<file path="config.mk">
export PLATFORM = sky130hd
export DESIGN_NAME = alu_writeback_flat
export DESIGN_NICKNAME = d
export VERILOG_FILES = /design/src/rtl/alu_writeback_if.sv /design/src/rtl/alu_writeback.sv /design/src/flat_wrapper.sv
export SDC_FILE = /design/constraint.sdc
export NUM_CORES = 1
export LEC_CHECK = 0
export CORE_MARGIN = 3
export CORE_UTILIZATION = 50
export DETAILED_ROUTE_END_ITERATION = 12
export PLACE_DENSITY = 0.89
export RECOVER_POWER = 50
export SLEW_MARGIN = 20
export SYNTH_ARGS = -nofsm -noshare
export SYNTH_HDL_FRONTEND = slang
export SYNTH_SLANG_ARGS = --single-unit
</file>
<file path="constraint.sdc">
create_clock -name clock -period 2.6 [get_ports clock]
set_clock_uncertainty 0.15 [all_clocks]
set_input_delay 0.39 -clock clock [delete_from_list [all_inputs] [get_ports clock]]
set_output_delay 0.39 -clock clock [all_outputs]
set_load 0.05 [all_outputs]
</file>
<file path="src/rtl/alu_writeback_if.sv">
// Instruction/ALU input handshake and data-memory write bus of the writeback stage.
// master = upstream and memory side, slave = the writeback stage.
interface alu_writeback_if;
    logic        in_valid;
    logic        in_ready;
    logic [15:0] instr;
    logic [15:0] alu_out;
    logic        zr;
    logic        ng;
    logic        mem_ready;
    logic [14:0] mem_addr;
    logic [15:0] mem_wdata;
    logic        mem_we;

    modport master (
        output in_valid, instr, alu_out, zr, ng, mem_ready,
        input  in_ready, mem_addr, mem_wdata, mem_we
    );

    modport slave (
        input  in_valid, instr, alu_out, zr, ng, mem_ready,
        output in_ready, mem_addr, mem_wdata, mem_we
    );
endinterface

</file>
<file path="src/rtl/alu_writeback.sv">
// Hack-style writeback stage: updates A/D/PC, resolves jumps and issues memory writes.
// state    | meaning
// RUN      | accepting instructions, no write outstanding
// MEM_WAIT | write pending on the memory bus, input stalled until mem_ready
module alu_writeback (
    input  logic                  clock,
    input  logic                  reset_n,
    alu_writeback_if.slave        bus,
    output logic [15:0]           a_reg,
    output logic [15:0]           d_reg,
    output logic [15:0]           pc,
    output logic [15:0]           retired
);
    typedef enum logic {RUN, MEM_WAIT} state_t;

    state_t      state_q, state_d;
    logic [15:0] a_q, a_d;
    logic [15:0] d_q, d_d;
    logic [15:0] pc_q, pc_d;
    logic [15:0] retired_q, retired_d;
    logic [14:0] mem_addr_q, mem_addr_d;
    logic [15:0] mem_wdata_q, mem_wdata_d;
    logic        mem_we_q, mem_we_d;

    logic        accept;
    logic        jmp;
    logic [15:0] pc_inc;

    assign accept = bus.in_valid && (state_q == RUN);
    assign pc_inc = pc_q + 16'd1;
    assign jmp    = (bus.instr[2] & bus.ng)
                  | (bus.instr[1] & bus.zr)
                  | (bus.instr[0] & ~bus.ng & ~bus.zr);

    always_comb begin
        state_d     = state_q;
        a_d         = a_q;
        d_d         = d_q;
        pc_d        = pc_q;
        retired_d   = retired_q;
        mem_addr_d  = mem_addr_q;
        mem_wdata_d = mem_wdata_q;
        mem_we_d    = mem_we_q;

        case (state_q)
            RUN: begin
                if (accept) begin
                    retired_d = retired_q + 16'd1;
                    if (!bus.instr[15]) begin
                        a_d  = {1'b0, bus.instr[14:0]};
                        pc_d = pc_inc;
                    end else begin
                        if (bus.instr[5]) a_d = bus.alu_out;
                        if (bus.instr[4]) d_d = bus.alu_out;
                        // jump target and write address both come from A before this edge
                        pc_d = jmp ? a_q : pc_inc;
                        if (bus.instr[3]) begin
                            mem_addr_d  = a_q[14:0];
                            mem_wdata_d = bus.alu_out;
                            mem_we_d    = 1'b1;
                            state_d     = MEM_WAIT;
                        end
                    end
                end
            end
            MEM_WAIT: begin
                if (bus.mem_ready) begin
                    mem_we_d = 1'b0;
                    state_d  = RUN;
                end
            end
            default: state_d = RUN;
        endcase
    end

    always_ff @(posedge clock or negedge reset_n) begin
        if (!reset_n) begin
            state_q     <= RUN;
            a_q         <= 16'd0;
            d_q         <= 16'd0;
            pc_q        <= 16'd0;
            retired_q   <= 16'd0;
            mem_addr_q  <= 15'd0;
            mem_wdata_q <= 16'd0;
            mem_we_q    <= 1'b0;
        end else begin
            state_q     <= state_d;
            a_q         <= a_d;
            d_q         <= d_d;
            pc_q        <= pc_d;
            retired_q   <= retired_d;
            mem_addr_q  <= mem_addr_d;
            mem_wdata_q <= mem_wdata_d;
            mem_we_q    <= mem_we_d;
        end
    end

    assign bus.in_ready  = (state_q == RUN);
    assign bus.mem_addr  = mem_addr_q;
    assign bus.mem_wdata = mem_wdata_q;
    assign bus.mem_we    = mem_we_q;
    assign a_reg         = a_q;
    assign d_reg         = d_q;
    assign pc            = pc_q;
    assign retired       = retired_q;
endmodule

</file>
<file path="src/flat_wrapper.sv">
// flat-port wrapper written by rule: the top's interface ports become plain ports
module alu_writeback_flat 
  (clock, reset_n, a_reg, d_reg, pc, retired, bus_in_valid, bus_instr, bus_alu_out, bus_zr, bus_ng, bus_mem_ready, bus_in_ready, bus_mem_addr, bus_mem_wdata, bus_mem_we);
  alu_writeback_if bus_i ();
  input  logic clock;
  input  logic reset_n;
  output logic [15:0] a_reg;
  output logic [15:0] d_reg;
  output logic [15:0] pc;
  output logic [15:0] retired;
  input wire logic [$bits(bus_i.in_valid)-1:0] bus_in_valid;
  input wire logic [$bits(bus_i.instr)-1:0] bus_instr;
  input wire logic [$bits(bus_i.alu_out)-1:0] bus_alu_out;
  input wire logic [$bits(bus_i.zr)-1:0] bus_zr;
  input wire logic [$bits(bus_i.ng)-1:0] bus_ng;
  input wire logic [$bits(bus_i.mem_ready)-1:0] bus_mem_ready;
  output wire logic [$bits(bus_i.in_ready)-1:0] bus_in_ready;
  output wire logic [$bits(bus_i.mem_addr)-1:0] bus_mem_addr;
  output wire logic [$bits(bus_i.mem_wdata)-1:0] bus_mem_wdata;
  output wire logic [$bits(bus_i.mem_we)-1:0] bus_mem_we;
  assign bus_i.in_valid = bus_in_valid;
  assign bus_i.instr = bus_instr;
  assign bus_i.alu_out = bus_alu_out;
  assign bus_i.zr = bus_zr;
  assign bus_i.ng = bus_ng;
  assign bus_i.mem_ready = bus_mem_ready;
  assign bus_in_ready = bus_i.in_ready;
  assign bus_mem_addr = bus_i.mem_addr;
  assign bus_mem_wdata = bus_i.mem_wdata;
  assign bus_mem_we = bus_i.mem_we;
  alu_writeback u_core (.clock(clock), .reset_n(reset_n), .bus(bus_i), .a_reg(a_reg), .d_reg(d_reg), .pc(pc), .retired(retired));
endmodule
</file>
Word level (Yosys, flattened, before mapping) --
Index checks and enable logic that the tools add are counted.
Operators by class: add/sub/neg operators 2, equality and inequality tests 5, multiplexer cells 14, bitwise operators 9, reduce and logical (&&, ||, !) cells 6
Operator list (count):
- 16-bit two-way mux | 4
- 16-bit by 1-bit adder with 16-bit output, second input constant | 2
- 4-bit AND reduction | 3
- 1-bit two-way mux | 8
- 2-bit != test, second input constant | 4
- 1-bit AND | 4
- 1-bit one-hot mux with 2 select lines | 2
- 1-bit inverter | 3
- 3-bit AND reduction | 1
- 2-bit by 1-bit != test with 1-bit output, second input constant | 1
- 1-bit OR | 2
- 2-bit AND reduction | 1
- 1-bit logical AND | 1
Storage, ports and cells: bits in registers 97, output and inout bits 97, logic and storage cells 44

Longest topological paths before layout --
depth in word-level cells 6, gate-level depth with buffers 6

Worst setup path before layout --
No wires, ideal clock.
kind reg2reg, start point register u_core.pc_q[0], in the netlist u_core.pc[0], end point register u_core.pc_q[14], in the netlist u_core.pc[14], data arrival time 1.875 ns, required time 2.384 ns, path slack 0.509 ns, cell stages (with the launch flop) 6, buffers on the path 0, path through dfrtp_1 ha_1 nand3_2 or4_1 a21oi_1 o22a_1
On the way: longest elaborated chain between the ends 3
RTL lines:
- from (decl) | line alu_writeback.sv:19 | logic [15:0] pc_q, pc_d;
- from (signal assigned) | line alu_writeback.sv:90 | pc_q <= pc_d;
- 16-bit by 1-bit adder with 16-bit output (*) | line alu_writeback.sv:30 | assign pc_inc = pc_q + 16'd1;
- 16-bit two-way mux | line alu_writeback.sv:56 | pc_d = jmp ? a_q : pc_inc;
- 16-bit two-way mux (*) | line alu_writeback.sv:49 | if (!bus.instr[15]) begin
Mark *: on every way between the ends. The rest lies on a longest branch, timed or not. A chain may end at the register's enable or synchronous reset.

Worst setup path in the final report --
start point register u_core.pc_q[7], in the netlist u_core.pc[7], end point output pc[7]
RTL lines:
- to (decl) | line flat_wrapper.sv:9 | output logic [15:0] pc;
No word-level cell between the ends.

==> out/qor.yml <==
post-cts-setup-buffer-count: 0
vias_per_cell: 5.49
irDropWorstVdd_mv: 0.625
start_util_pct: 51.5
clk_pin_slew_ns: 0.10
ys_types: 34
timing_worst_setup_path_type: "register to primary output"
dp_hpwl_um: 7930
rsz0062_at_grt: "false"
num_io_pins: 135
postPlaceCellArea_mm2: 0.00574
design_area_mm2: 0.00591
grt_max_degree: 58
fin_tns_setup_ns: 0
dieArea_mm2: 0.00965
max_freq_ghz: 0.436
hp-start: "u_core.retired[15]"
rows: 33
syn_to_final_growth_pct: 38.9
clockBufferDepth: 2
regToRegEndpoint: "u_core.retired[4]"
ant_nets: 0
crit_chain: "clkdlybuf4s50_1"
r2r_setup_slack_ns: 0.46
fillCellCount: 596
cp_num_cells: 1
p_leak_nw: 2.44
synth_seq_cells: 97
reg2reg_depth: 4
cts_tree: "built"
syn_inst: 370
core-area_mm2: 0.00826
drive_above_1_share_pct: 14.1
p_total_w: 0.00632
wl_per_cell_um: 17.3
register_area_mm2: 0.00243
die_x_um: 98.3
cp-start-kind: "register"
cts_buffers: 9
hp-class: "register to register"
cts_root_buf: "clkbuf_8"
final_core_util_pct: 71.6
finalMaxSlewViolations: 0
synth_nets: 410
finalCriticalPeriod_ns: 2.29
critical_path_peak_fanout: 9
end_kind: "primary output"
grt_pass1_wl_um: 17300
fin_crit_sh_pct: 88.3
gp_congestion: 0.865
max_cap_viol_count: 0
min_delay_worst_endpoint: "u_core.retired[15]"
port-buffer-count: 134
slew_headroom_pct: 30.3
ys_warn_count: 0
drcViolationCount: 0
ys_seq_area_share_pct: 57.0
antenna_found_initial: 1
vias: 3395
netlist_area_mm2: 0.00426
status: "completed"
clkSinkCount: 97
cp_num_buf_inv: 1
layout.nets: 547
grt_usage_pct: 22.3
die_h_um: 98.3
hold_slack_ns: 0.338
drtIter0Drc: 118
overflow: 0
cp_slowest_cell: "clkdlybuf4s50_1"
cp_data_arrival_time_ns: 1.75
worstReg2RegStart: "u_core.state_q"
powerDensity_mw_per_mm2: 1070
insertion_delay_ns: 0.37
routed_wl_um: 10700
finalHoldViolCount: 0
whs_path_depth: 1
max_stage_delay_ns: 0.88
firstDrtPassIters: 4
syn-mean-instance-area_um2: 11.5
final-setup-viol-count: 0
critPathRequiredTime_ns: 2.06
htree_levels: 3
multi_input_area_mm2: 0.00171
grt_pass1_vias: 3400
worst_pin_slew_ns: 1.05
crit_family: "buffers and inverters"
-- placed cells by master, fill, tap and decap left out, types with 3 or more instances in the layout --
cell type and n:
xor2_1 5, clkdlybuf4s50_1 131, o21ai_0 23, mux2_2 45, nand3_2 3, nand2_1 23
clkbuf_8 9, xnor2_1 10, nand4_1 14, dlygate4sd3_1 3, inv_1 6, mux2i_1 16
nor3_1 3, nor2_1 27, nand3_1 13, nand2b_1 3, clkbuf_1 6, dfrtp_1 97
a21oi_1 39
-- worst max path at each step --
stage | startpoint | endpoint
2_1_floorplan | u_core.pc[0] | u_core.pc[14]
3_3_place_gp | bus_in_valid | u_core.d_reg[1]
3_5_place_dp | bus_in_valid | u_core.d_reg[9]
4_1_cts | u_core.pc[7] | pc[7]
5_1_grt | bus_instr[15] | u_core.pc[6]
6_report | u_core.pc[7] | pc[7]
-- final cells by class --
class	instances	area share [%]
Sequential cell	97	41.1
Antenna cell	1	0.0423
Tap cell	105	2.22
Clock inverter	7	1.42
Clock buffer	9	2.10
Timing Repair Buffer	145	23.8
Multi-Input combinational cell	248	28.9
Inverter	6	0.381
-- logic make-up after synthesis --
group,share of synthesized area (%)
adder cells (fa/ha/maj),0.588
AO/OA/AOI/OAI,9.47
XOR/XNOR,3.09
AND/OR/NAND/NOR,11.5
buffers and inverters,2.62
multiplexers,15.7
flip-flops,57.0
-- per-layer routing --
layer	vias to the layer above	GRT usage, %	wire length (um)
met5	-	0	0
met4	0	4.73	132
met3	15	7.29	757
met2	109	38.0	5500
met1	1680	28.0	4330
li1	1591	-	-
-- what timing repair did --
item,in CTS,in global routing
endpoints found under the hold margin,40,0
resized for setup,0,0
hold buffers,1,0
-- cell usage after synthesis (all sizes together) --
cell type / number / area, um^2
o31ai: 2 / 15.0
o22a: 2 / 17.5
o22ai: 2 / 12.5
or4: 1 / 7.51
dfrtp: 97 / 2430
nand4: 14 / 87.6
ha: 2 / 25.0
nor4: 2 / 18.8
or3: 1 / 11.3
a31oi: 2 / 12.5
nor2: 27 / 101
nor3b: 1 / 7.51
a21oi: 39 / 195
nor3: 3 / 15.0
o21ai: 24 / 124
xor2: 5 / 43.8
and3: 2 / 12.5
and4: 2 / 17.5
mux2i: 16 / 160
nand2b: 3 / 18.8
xnor2: 10 / 87.6
clkbuf: 3 / 11.3
inv: 6 / 22.5
nand2: 23 / 86.3
mux2: 45 / 507
buf: 16 / 77.6
nor2b: 1 / 6.26
a22o: 1 / 8.76
nand3: 16 / 100
a2bb2oi: 2 / 17.5
-- metrics by stage --
stage,worst slack (ns),cells
2_1_floorplan,0.509,370
3_3_place_gp,0.248,600
3_5_place_dp,0.180,600
4_1_cts,0.297,617
5_1_grt,0.160,618
6_report,0.305,618
-- report_power, final --
group | leakage, nW | switching [W] | internal, W
Clock | 0.108 | 0.000561 | 0.000465
Combinational | 1.20 | 0.00197 | 0.00103
Sequential | 1.14 | 0.000395 | 0.00190
Total | 2.44 | 0.00292 | 0.00339
(Power assumes the default switching activity.)
